<file path="src/rtl/dmem_arb_pkg.sv">
// Shared types and mode encodings for the data-memory arbiter.
package dmem_arb_pkg;

  localparam logic [3:0] LB        = 4'b0000;
  localparam logic [3:0] LH        = 4'b0001;
  localparam logic [3:0] LW        = 4'b0010;
  localparam logic [3:0] LBU       = 4'b0011;
  localparam logic [3:0] LHU       = 4'b0100;
  localparam logic [3:0] SB        = 4'b0101;
  localparam logic [3:0] SH        = 4'b0110;
  localparam logic [3:0] SW        = 4'b0111;
  localparam logic [3:0] IDLE_MODE = LW;

  typedef enum logic {ARB, LOCKED} arb_state_t;

  function automatic logic is_store(input logic [3:0] mode);
    return (mode == SB) || (mode == SH) || (mode == SW);
  endfunction

endpackage

</file>
<file path="src/rtl/rr_pick.sv">
// Round-robin priority picker: first set request after last_grant, with wrap-around.
module rr_pick #(
  parameter int unsigned N  = 2,
  parameter int unsigned IW = (N > 1) ? $clog2(N) : 1
) (
  input  logic [N-1:0]  req,
  input  logic [IW-1:0] last_grant,
  output logic [N-1:0]  grant,
  output logic [IW-1:0] idx,
  output logic          any
);

  logic [IW-1:0] cand;

  always_comb begin
    grant = '0;
    idx   = '0;
    any   = 1'b0;
    cand  = '0;
    for (int unsigned i = 1; i <= N; i++) begin
      cand = IW'((32'(last_grant) + i) % N);
      if (!any && req[cand]) begin
        any         = 1'b1;
        grant[cand] = 1'b1;
        idx         = cand;
      end
    end
  end

endmodule

</file>
<file path="src/rtl/dmem_arbiter.sv">
// Round-robin arbiter sharing one data-memory port, with optional bus lock and idle timeout.
module dmem_arbiter
  import dmem_arb_pkg::*;
#(
  parameter int unsigned DATA_WIDTH   = 32,
  parameter int unsigned ADDR_WIDTH   = 32,
  parameter int unsigned NUM_REQ      = 2,
  parameter int unsigned LOCK_TIMEOUT = 16
) (
  input  logic                                  clk,
  input  logic                                  rst,
  input  logic [NUM_REQ-1:0]                    req_valid,
  output logic [NUM_REQ-1:0]                    req_ready,
  input  logic [NUM_REQ-1:0][3:0]               req_mode,
  input  logic [NUM_REQ-1:0][ADDR_WIDTH-1:0]    req_addr,
  input  logic [NUM_REQ-1:0][DATA_WIDTH-1:0]    req_wdata,
  input  logic [NUM_REQ-1:0]                    req_lock,
  output logic [NUM_REQ-1:0]                    rsp_valid,
  output logic [NUM_REQ-1:0][DATA_WIDTH-1:0]    rsp_rdata,
  output logic [3:0]                            mem_AddrMode,
  output logic [ADDR_WIDTH-1:0]                 mem_A,
  output logic [DATA_WIDTH-1:0]                 mem_WD,
  input  logic [DATA_WIDTH-1:0]                 mem_RD,
  output logic                                  lock_timeout
);

  localparam int unsigned IW = $clog2(NUM_REQ);
  localparam int unsigned CW = $clog2(LOCK_TIMEOUT + 1);

  arb_state_t          state;
  logic [IW-1:0]       last_grant;
  logic [IW-1:0]       owner;
  logic [CW-1:0]       idle_cnt;

  logic [NUM_REQ-1:0]  eligible;
  logic [NUM_REQ-1:0]  grant;
  logic [IW-1:0]       gidx;
  logic                any;
  logic [3:0]          sel_mode;

  // While locked only the owner competes; nothing is eligible during reset.
  always_comb begin
    eligible = '0;
    if (!rst) begin
      if (state == LOCKED) eligible = req_valid & (NUM_REQ'(1) << owner);
      else                 eligible = req_valid;
    end
  end

  rr_pick #(.N(NUM_REQ), .IW(IW)) u_pick (
    .req        (eligible),
    .last_grant (last_grant),
    .grant      (grant),
    .idx        (gidx),
    .any        (any)
  );

  assign req_ready = grant;
  assign sel_mode  = req_mode[gidx];

  // Idle port issues a harmless load word; reserved modes are forced to load word.
  always_comb begin
    mem_AddrMode = IDLE_MODE;
    mem_A        = '0;
    mem_WD       = '0;
    if (any) begin
      mem_AddrMode = sel_mode[3] ? LW : sel_mode;
      mem_A        = req_addr[gidx];
      mem_WD       = req_wdata[gidx];
    end
  end

  always_ff @(posedge clk or posedge rst) begin
    if (rst) begin
      state        <= ARB;
      last_grant   <= IW'(NUM_REQ - 1);
      owner        <= '0;
      idle_cnt     <= '0;
      rsp_valid    <= '0;
      rsp_rdata    <= '0;
      lock_timeout <= 1'b0;
    end else begin
      rsp_valid    <= '0;
      lock_timeout <= 1'b0;
      if (any) begin
        rsp_valid[gidx] <= 1'b1;
        rsp_rdata[gidx] <= is_store(sel_mode) ? '0 : mem_RD;
        last_grant      <= gidx;
        idle_cnt        <= '0;
        if (req_lock[gidx]) begin
          state <= LOCKED;
          owner <= gidx;
        end else begin
          state <= ARB;
        end
      end else if (state == LOCKED) begin
        // An owner access this cycle would have taken the branch above, so it beats the timeout.
        if (idle_cnt == CW'(LOCK_TIMEOUT - 1)) begin
          state        <= ARB;
          lock_timeout <= 1'b1;
          idle_cnt     <= '0;
        end else begin
          idle_cnt <= idle_cnt + CW'(1);
        end
      end
    end
  end

endmodule
</file>
<file path="config.mk">
export PLATFORM = sky130hd
export DESIGN_NAME = dmem_arbiter
export DESIGN_NICKNAME = d
export VERILOG_FILES = /design/src/rtl/dmem_arb_pkg.sv /design/src/rtl/rr_pick.sv /design/src/rtl/dmem_arbiter.sv
export SDC_FILE = /design/constraint.sdc
export NUM_CORES = 1
export LEC_CHECK = 0
export ABC_AREA = 1
export CORE_MARGIN = 10
export CORE_UTILIZATION = 36
export CTS_CLUSTER_DIAMETER = 200
export CTS_CLUSTER_SIZE = 24
export DETAILED_ROUTE_END_ITERATION = 10
export GPL_TIMING_DRIVEN = 1
export PLACE_DENSITY = 0.94
export SLEW_MARGIN = 30
export SYNTH_ARGS = -nofsm -noshare
export SYNTH_HDL_FRONTEND = slang
export SYNTH_SLANG_ARGS = --single-unit
</file>
<file path="constraint.sdc">
create_clock -name clk -period 7.55 [get_ports clk]
set_clock_uncertainty 0.2 [all_clocks]
set_input_delay 1.8875 -clock clk [delete_from_list [all_inputs] [get_ports clk]]
set_output_delay 1.8875 -clock clk [all_outputs]
set_load 0.1 [all_outputs]
</file>
==> key figures, run 1 <==
Pwr
  • Leakage: 3.592 nW
  • Peak supply drop: slightly above 0.0004 V
  • Pwr Total: between 4 and 5 mW
  • Power per Cell Area: 534.4 nW/um^2

GRT
  • Met2 usage: 48.34%
  • Global-route wire length before repair: roughly 30,000 um
  • Gr usage total: about a quarter
  • Initial antenna violation count: 2
  • Global route overflow: 0
  • Grt met1 use: 25.80%
  • Most Crowded Layer GR: met2
  • Vias in the first global route: 4,783
  • Largest net degree at the start of global routing: 75
  • GR Util met3: 9.683%

Critical path
  • Most Frequent Cell on Critical Path: inv_2
  • CP top delay family: buffers and inverters
  • Req. time, crit path: 5.46 ns
  • Worst path cell trace: clkdlybuf4s50_1 -> inv_2 -> nand4_4 -> nand2_4 -> inv_2 -> buf_4 -> a22o_1 -> buf_12
  • Worst Path Arrival: 4.19 ns
  • Crit-path max FO: 45
  • Reg2reg setup slack: 4.92 ns
  • CP max stage delay: a little under 0.6 ns
  • Startpoint types: input pin
  • Setup Crit Path Kind: in -> out
  • WP buf/inv: 5
  • Critical-path top delay cell: inv_2
  • CP Capture Type: output port

CTS
  • Worst-path clk slew: 0.07 ns
  • Longest Clk Path Bufs: 2
  • Clock root buffer master: clkbuf_8
  • CTS Buf Count: 9
  • # hold bufs at CTS: 0
  • Post-CTS Setup Bufs: 0
  • Clock Sink Count: between 70 and 80
  • Htree depth: 3
  • CTS tree: yes
  • Clk_lat worst skew: 0.34 ns
  • CTS resizes: 0

Layout
  • Final Instance Area: 7799 sq um
  • Area delta synth->final: 101.9%
  • Final Non-Filler Cells: 868
  • Nets@finish: 901
  • # fillers: 653
  • Layout cells sized above 1: 15.05%
  • Layout Utilization: 75.21%

Drt
  • Remaining DRCs: 0
  • Number of routed nets with antenna violations: 0
  • Final WL: 20,410 um
  • DR vias/cell: 5.249
  • Wirelength per Cell: 23.52 um
  • Pre-antenna DRT Iters: 5
  • Initial DRC Count: 381
  • Via count: 4,556

Synthesis
  • Synth Cell Area: 3862 sq um
  • Share of the synthesized area in the top cell type: 47.94%
  • Async SR Flop Fraction: 100.0%
  • Yosys reg bits: between 70 and 80
  • Unique masters post-synth: 30
  • Average size of a mapped cell: 8.920 sq um
  • Cell accounting for the most synthesized area: dfrtp_1
  • Cells after Synth: 433
  • Most used flip-flop cell after synthesis: dfrtp_1
  • YS warnings: 0
  • Register area share after synthesis: 48.62%
  • Syn Nets: 608
  • Post-synth EDFFs: 0
  • Ranking of synthesized cells by area: dfrtp_1 (48%), a22o_1 (15%), nand2_1 (14%), nand3_1 (8.6%), buf_2 (2.3%)

Floorplan
  • Die H: 123.6 um
  • Die Wd: 123.6 um
  • IO Count: 311
  • Number of cell rows: 37
  • Core box area: between 10,000 and 15,000 sq um
  • Starting Density: between 30 and 40%
  • DIE AREA: roughly 15,000 sq um

STA
  • Slew Limit Fails: 0
  • RSZ-0062 raised after global routing: false
  • Least-Margin Pin Slew: 1.052 ns
  • Setup Viol. Count Final: 0
  • Final worst path period need: 6.277 ns
  • Hold_ws: 0.2845 ns
  • Final period util: 83.14%
  • Hold Vio Cnt, Final: 0
  • Final Worst Setup Slack: 1.273 ns
  • FMAX: between 150 and 200 MHz
  • Slew headroom: between 20% and 30%
  • Post-route setup TNS: 0 ns

Placement
  • Placed Area: 7610 sq um
  • Port bufs: 309
  • DP Wirelength: 17,000 um
  • Post-Place Setup Slack: 1.297 ns
  • Placed cell count: about 850
  • Gpl congestion: between 0.9 and 1

Run
  • Reported max-cap violation count: 0

Run status
  • Status: completed

Hold path
  • HP Class: reg -> reg
-- placed cells by master, fill, tap and decap left out, types with 2 or more instances in the layout --
| master | Yosys | routed |
|---|---|---|
| nand2_1 | 144 | 144 |
| buf_12 | 0 | 67 |
| buf_4 | 3 | 8 |
| inv_6 | 0 | 2 |
| nand2_2 | 5 | 5 |
| nor3_1 | 3 | 3 |
| clkdlybuf4s50_1 | 0 | 238 |
| clkinv_2 | 0 | 2 |
| dfrtp_1 | 74 | 74 |
| nand3_1 | 66 | 66 |
| o21ai_0 | 2 | 2 |
| a22o_1 | 64 | 64 |
| a21oi_1 | 3 | 3 |
| nor2_1 | 5 | 5 |
| nand3b_1 | 2 | 2 |
| buf_2 | 18 | 2 |
| nand3_2 | 3 | 3 |
| inv_1 | 13 | 13 |
| clkbuf_8 | 0 | 9 |
| inv_2 | 3 | 2 |
-- layout make-up --
type                    count  area, sq um  area share [%]
repair buffers            316         3805           48.79
inverters                  16        62.56          0.8022
flip-flops and latches     75         1878           24.08
well taps                 136        170.2           2.182
multi-input cells         308         1688           21.64
diodes                      1        2.502         0.03209
clock buffers              10        127.6           1.636
clock inverters             6        65.06          0.8343
-- flip-flops by register name, indices dropped and copies added, names as in the netlist --
name	count
rsp_rdata	64
rsp_valid	2
owner	1
state	1
lock_timeout	1
last_grant	1
idle_cnt	5
-- cells by family after synthesis --
| kind of cell | count (synthesis) | share of synthesized area (%) |
|---|---|---|
| AOI/OAI and AO/OA | 73 | 16.00 |
| xor gates and xnor gates | 1 | 0.2268 |
| adders and majority gates | 1 | 0.3239 |
| buffers and inverters | 50 | 7.678 |
| DFF | 75 | 48.62 |
| other | 1 | 0.09709 |
| and+or+nand+nor | 232 | 27.05 |
-- final timing paths --
path / from / endpoint / cells past startpoint
max reg2reg: state / rsp_rdata[35] / 11
min: rsp_rdata[62] / rsp_rdata[62] / 2
min in group asynchronous: rst / last_grant / 2
max in group asynchronous: rst / rsp_rdata[3] / 3
min reg2reg: rsp_rdata[62] / rsp_rdata[62] / 2
max: rst / mem_WD[15] / 8
-- Yosys cell counts, types with 2 or more instances --
master / n
nand2_1: 144
inv_1: 13
a21oi_1: 3
dfrtp_1: 74
a22o_1: 64
o21ai_0: 2
clkbuf_1: 6
nor3_1: 3
nand3_1: 66
nor2_1: 5
nand2_2: 5
buf_8: 6
buf_4: 3
inv_2: 3
nand3b_1: 2
buf_2: 18
nand3_2: 3
-- power breakdown --
group	leakage (nW)	switching, mW	internal, mW
logic	2.55	2.36	0.817
registers	0.947	0.112	0.581
clock network	0.0971	0.147	0.154
total	3.59	2.62	1.55
-- worst reg2reg max path, stage by stage, from the launching register on --
cell	delay, ns
dfrtp_1	0.45
nand2_1	0.18
nand4_4	0.14
nand2_4	0.12
buf_4	0.39
nand2_1	0.13
nand2_1	0.13
nand2_1	0.09
inv_1	0.15
nand2_8	0.24
nand3_1	0.24
nand2_1	0.07
-- metal layers --
metal	vias to the layer above	part of all wire, %
li1	2063	-
met1	2221	33
met2	238	55
met3	32	8.7
met4	2	3.0
met5	-	0.064
(Power assumes the default switching activity.)
==> run 2, diff against run 1 <==
CORE_UTILIZATION = 30   (was 36)
PLACE_DENSITY = 0.85   (was 0.94)
clock period = 5.1 ns   (was 7.55 ns; I/O delays follow)
==> run 2 against run 1 <==
Compared with the run above:
- sequential power up 47%
- combinational power rose by 49%
- global-route usage decreased by 5.1 points
- clock-buffer cell count is the same
- die area grew 17%
- sequential share of layout area shrank 0.65 points
- final area up 2.8%
- flip-flop and latch count unchanged
- setup slack lost 1.1 ns
- non-clock buffer count grew 4
- critical endpoint is now mem_WD[7]
- largest power group unchanged
- highest routed layer is now met4
==> key figures, run 2 (same netlist as run 1, synthesis figures left out) <==
STA
  • RSZ-0062 raised after global routing: false
  • Final period util: 95.82%
  • Slew headroom: 30.48% (+0.86 points)
  • Setup Viol. Count Final: 0 (unchanged)
  • Least-Margin Pin Slew: 1.040 ns (-0.01285 ns)
  • Final worst path period need: 4.887 ns
  • FMAX: about 200 MHz
  • Hold Vio Cnt, Final: 0 (unchanged)
  • Slew Limit Fails: 0 (unchanged)
  • Post-route setup TNS: 0 ns (unchanged)

GRT
  • Vias in the first global route: 4,830 (+0.98%)
  • Global route overflow: 0 (unchanged)
  • Initial antenna violation count: 0 (-2)
  • Grt met1 use: 19.82% (-6.0 points)
  • Most Crowded Layer GR: met2
  • GR Util met3: 8.985% (-0.70 points)
  • Gr usage total: 20.83% (-5.1 points)
  • Met2 usage: 39.15% (-9.2 points)
  • Global-route wire length before repair: 29,010 um (-2.2%)
  • Largest net degree at the start of global routing: 75 (unchanged)

Floorplan
  • Core box area: 12,620 sq um (+22%)
  • IO Count: 311 (unchanged)
  • DIE AREA: 17,810 sq um (+17%)
  • Die H: 133.5 um (+8.0%)
  • Starting Density: 30.61% (-6.6 points)
  • Number of cell rows: 41 (+11%)
  • Die Wd: 133.5 um (+8.0%)

Critical path
  • Crit-path max FO: 21 (-53%)
  • CP endpoint: mem_WD[7]
  • Worst Path Arrival: 3.41 ns (-0.78 ns)
  • CP Capture Type: output port
  • Req. time, crit path: 3.62 ns (-1.84 ns)
  • Reg2reg setup slack: 2.81 ns (-2.11 ns)
  • FF-to-FF path depth: 10 (-1)
  • FF-to-FF End: rsp_rdata[36]
  • Startpoint types: input pin
  • Crit path launch: rst
  • Setup Crit Path Kind: in -> out
  • Reg2reg start: state

Pwr
  • Power per Cell Area: 786.6 nW/um^2 (+47%)
  • Peak supply drop: 0.0003158 V (-22%)
  • Leakage: 3.657 nW (+1.8%)
  • Pwr Total: 6.305 mW (+51%)

Layout
  • Regs by FF count: rsp_rdata x64, idle_cnt x5, rsp_valid x2
  • Reg with most FFs: rsp_rdata
  • Nets@finish: 905 (+0.44%)
  • Final Instance Area: 8015 sq um (+2.8%)
  • Area delta synth->final: 107.5%
  • Most frequent cells in the layout: clkdlybuf4s50_1 (238), nand2_1 (144), dfrtp_1 (74)
  • ANT cells: 0 (-1)
  • Layout cells sized above 1: 15.78% (+0.73 points)
  • Number of flip-flops in the largest register: 64 (unchanged)
  • Commonest non-fill, non-tap cell in the layout: clkdlybuf4s50_1

Drt
  • DR vias/cell: 4.891 (-6.8%)
  • Number of routed nets with antenna violations: 0 (unchanged)
  • Via count: 4,436 (-2.6%)
  • Final WL: 19,050 um (-6.7%)
  • Remaining DRCs: 0 (unchanged)
  • Initial DRC Count: 288 (-24%)
  • Pre-antenna DRT Iters: 4 (-1)
  • Wirelength per Cell: 21.00 um (-11%)

CTS
  • Clk_lat worst skew: 0.32 ns (-0.02 ns)
  • CTS tree: yes
  • Htree depth: 3 (unchanged)
  • CTS resizes: 0 (unchanged)
  • Clock root buffer master: clkbuf_16
  • # hold bufs at CTS: 0 (unchanged)
  • Clock Sink Count: 75 (unchanged)
  • Worst-path clk slew: 0.06 ns (about the same)
  • CTS Buf Count: 9 (unchanged)
  • Post-CTS Setup Bufs: 0 (unchanged)
  • Longest Clk Path Bufs: 2 (unchanged)

Run
  • Reported max-cap violation count: 0 (unchanged)

Placement
  • Gpl congestion: 0.8304 (-12%)
  • Port bufs: 309 (unchanged)
  • Placed Area: 7745 sq um (+1.8%)
  • DP Wirelength: 15,630 um (-8.1%)

Run status
  • Status: completed

Hold path
  • HP Class: reg -> reg
-- run 2: cell types whose count changed in the layout (fill, tap and decap cells not counted), sizes merged --
| cell | before | now |
|---|---|---|
| bufinv | 1 | 0 |
| inv | 18 | 15 |
| clkinv | 2 | 4 |
| diode | 1 | 0 |
| clkinvlp | 1 | 3 |
| buf | 78 | 82 |
-- run 2: report_power, final --
part | internal, mW | switching (mW)
logic | 1.24 | 3.48
registers | 0.862 | 0.157
clock network | 0.329 | 0.240
-- run 2: worst min-delay path by stage --
stage	start	endpoint	slack, ns	cells past startpoint
after global placement	rsp_rdata[35]	rsp_rdata[35]	0.26	2
after CTS	rsp_rdata[1]	rsp_rdata[1]	0.28	2
final	rsp_rdata[35]	rsp_rdata[35]	0.28	2
after detailed placement	rsp_rdata[13]	rsp_rdata[13]	0.26	2
after global routing	rsp_rdata[20]	rsp_rdata[20]	0.30	2
after floorplan	idle_cnt[3]	idle_cnt[4]	0.26	1
-- run 2: layout make-up --
class	instances	area, sq um
Tap cell	172	215.2
Inverter	16	65.06
Clock buffer	10	229.0
Multi-Input combinational cell	308	1693
Sequential cell	75	1878
Clock inverter	6	41.29
Timing Repair Buffer	320	3894
Fill cell	1010	4604
-- run 2: worst max-delay path: stages --
cell	delay, ns
clkdlybuf4s50_1	0.50
inv_4	0.12
nand4_4	0.14
nand2_4	0.26
clkinv_2	0.34
buf_4	0.30
a22o_1	0.28
buf_12	0.18
-- run 2: layer usage --
layer / part of all wire [%] / vias up / routed length (um)
li1: - / 2079 / -
met1: 32 / 2095 / 6188
met2: 55 / 240 / 10390
met3: 10 / 22 / 1997
met4: 2.5 / 0 / 472
met5: 0 / - / 0
-- run 2: through the flow --
step                      setup WS [ns]  hold WS (ns)  util, %  instances
after floorplan                  0.2804        0.2555        -        433
final                            0.2132        0.2785    63.51        907
after global routing             0.1003        0.2995    63.51        907
after CTS                        0.2163        0.2795    63.51        907
after detailed placement         0.2361        0.2646    61.37        891
after global placement           0.2715        0.2617    61.45        891
==> run 3, diff against run 2 <==
CORE_UTILIZATION = 31   (was 30)
CTS_BUF_LIST = sky130_fd_sc_hd__clkbuf_8   (was not set)
PLACE_DENSITY = 0.87   (was 0.85)
==> run 3 against run 2 <==
Compared with the run above:
- register-to-register slack hardly changed
- flip-flop and latch count unchanged
- sequential share of layout area grew 0.33 points
- die area is 2.7% lower
- highest routed layer unchanged
- maximum frequency grew 0.48%
- worst hold slack better by 0.0050 ns
- critical path type unchanged
==> key figures, run 3 (same netlist as run 1, synthesis figures left out) <==
Run status
  • Status: completed

STA
  • Slew Limit Fails: 0 (unchanged)
  • Post-route setup TNS: 0 ns (unchanged)
  • Final period util: 95.36% (-0.46 points)
  • FMAX: 205.6 MHz (+0.48%)
  • Slew headroom: 30.50% (about the same)
  • Final worst path period need: 4.863 ns (-0.02332 ns)
  • Setup Viol. Count Final: 0 (unchanged)
  • RSZ-0062 raised after global routing: false
  • Hold Vio Cnt, Final: 0 (unchanged)
  • Least-Margin Pin Slew: 1.039 ns (-0.0003898 ns)

Placement
  • Gpl congestion: 0.8538 (+2.8%)
  • DP Wirelength: 15,350 um (-1.8%)
  • Port bufs: 309 (unchanged)
  • Placed Area: 7687 sq um (-0.74%)

GRT
  • Vias in the first global route: 4,749 (-1.7%)
  • Global-route wire length before repair: 28,470 um (-1.9%)
  • Global route overflow: 0 (unchanged)
  • Initial antenna violation count: 2 (+2)
  • Gr usage total: 20.77% (-0.059 points)
  • Largest net degree at the start of global routing: 76 (+1.3%)

Floorplan
  • IO Count: 311 (unchanged)
  • DIE AREA: 17,320 sq um (-2.7%)
  • Number of cell rows: 40 (-2.4%)
  • Starting Density: 31.89% (+1.3 points)
  • Core box area: 12,110 sq um (-4.0%)
  • Die Wd: 131.6 um (-1.4%)
  • Die H: 131.6 um (-1.4%)

CTS
  • Longest Clk Path Bufs: 2 (unchanged)
  • CTS Buf Count: 9 (unchanged)
  • # hold bufs at CTS: 0 (unchanged)
  • Htree depth: 3 (unchanged)
  • CTS tree: yes
  • Post-CTS Setup Bufs: 0 (unchanged)
  • Clock Sink Count: 75 (unchanged)
  • CTS resizes: 0 (unchanged)
  • Clock root buffer master: clkbuf_8
  • Worst-path clk slew: 0.08 ns (+0.02 ns)
  • Clk_lat worst skew: 0.34 ns (+0.02 ns)

Layout
  • Layout cells sized above 1: 15.94% (+0.16 points)
  • Number of flip-flops in the largest register: 64 (unchanged)
  • Regs by FF count: rsp_rdata x64, idle_cnt x5, rsp_valid x2
  • Most frequent cells in the layout: clkdlybuf4s50_1 (237), nand2_1 (144), dfrtp_1 (74)
  • Final Instance Area: 7903 sq um (-1.4%)
  • Layout Utilization: 65.25% (+1.7 points)
  • Nets@finish: 904 (-0.11%)
  • Area delta synth->final: 104.6%
  • Reg with most FFs: rsp_rdata
  • Commonest non-fill, non-tap cell in the layout: clkdlybuf4s50_1

Drt
  • Final WL: 18,780 um (-1.4%)
  • Wirelength per Cell: 20.77 um (-1.1%)
  • Initial DRC Count: 261 (-9.4%)
  • DR vias/cell: 4.921 (+0.63%)
  • Pre-antenna DRT Iters: 4 (unchanged)
  • Via count: 4,449 (+0.29%)
  • Remaining DRCs: 0 (unchanged)
  • Number of routed nets with antenna violations: 0 (unchanged)

Critical path
  • Worst path cell trace: clkdlybuf4s50_1 -> inv_4 -> nand4_4 -> nand2_4 -> inv_2 -> buf_4 -> a22o_1 -> buf_12
  • Startpoint types: input pin
  • Req. time, crit path: 3.62 ns (about the same)
  • Crit-path max FO: 62 (+200%)
  • Critical-path top delay cell: clkdlybuf4s50_1
  • Setup Crit Path Kind: in -> out
  • CP top delay family: buffers and inverters
  • Worst Path Arrival: 3.39 ns (-0.02 ns)
  • CP Capture Type: output port
  • CP max stage delay: 0.57 ns (+0.07 ns)
  • WP buf/inv: 5 (unchanged)
  • Crit path launch: rst
  • Reg2reg start: state

Hold path
  • HP Class: reg -> reg
  • Hold Crit Start: rsp_rdata[17]

Pwr
  • Pint: 2.315 mW (-4.6%)
  • Switching share of total power: 62.56% (+1.1 points)
  • Clock power share: 7.8% (-1.2 points)
  • Combinational power share: 75.8% (+1.0 points)
  • Peak supply drop: 0.0003497 V (+11%)
  • Leakage: 3.619 nW (-1.0%)
  • Power per Cell Area: 782.5 nW/um^2 (-0.53%)
  • Pwr Total: 6.184 mW (-1.9%)
  • NetSw: 3.869 mW (-0.25%)
  • Sequential cell fraction of total power: 16.4% (+0.2 points)

Run
  • Reported max-cap violation count: 0 (unchanged)
-- run 3: routing by layer --
layer | vias to the layer above | track usage [%] | part of all wire (%)
li1 | 2084 | - | -
met1 | 2122 | 21.05 | 35
met2 | 215 | 38.28 | 54
met3 | 28 | 7.355 | 8.2
met4 | 0 | 7.478 | 2.7
met5 | - | 0 | 0
-- run 3: cell type report --
type,instances,area (sq um)
clock buffers,9,123.9
diodes,2,5.005
clock inverters,7,82.58
inverters,16,62.56
well taps,168,210.2
multi-input cells,308,1693
fillers,965,4209
repair buffers,319,3847
flip-flops and latches,75,1878
-- run 3: final timing paths --
check                      slack (ns)       endpoint  cells after the start
max in group asynchronous        2.84  rsp_rdata[49]                      3
max reg2reg                      2.81  rsp_rdata[21]                      9
min                              0.28  rsp_rdata[17]                      2
min reg2reg                      0.28  rsp_rdata[17]                      2
max                              0.24     mem_WD[14]                      8
min in group asynchronous        1.39          state                      3
-- run 3: through the flow --
step           cells  worst slack [ns]  hold WS (ns)
3_5_place_dp     886            0.2232        0.2648
3_3_place_gp     886            0.2861        0.2619
4_1_cts          902            0.2265        0.2864
6_report         904            0.2365        0.2835
5_1_grt          904            0.1286        0.3130
2_1_floorplan    433            0.2804        0.2555
-- run 3: worst register-to-register path, cell delays in order (launching register included) --
cell	delay [ns]
dfrtp_1	0.43
nand2_1	0.15
nand4_4	0.14
nand2_4	0.24
nand2_2	0.09
inv_2	0.06
buf_4	0.41
buf_4	0.31
nand3_1	0.12
nand2_1	0.09
-- run 3: power by group through the flow --
stage	combinational, mW	clock [mW]	sequential, mW
floorplan	1.51	0	2.78
global placement	4.68	0	1.01
detailed placement	4.71	0	1.02
CTS	4.72	0.488	1.01
global route	4.82	0.513	1.05
finish	4.69	0.482	1.02
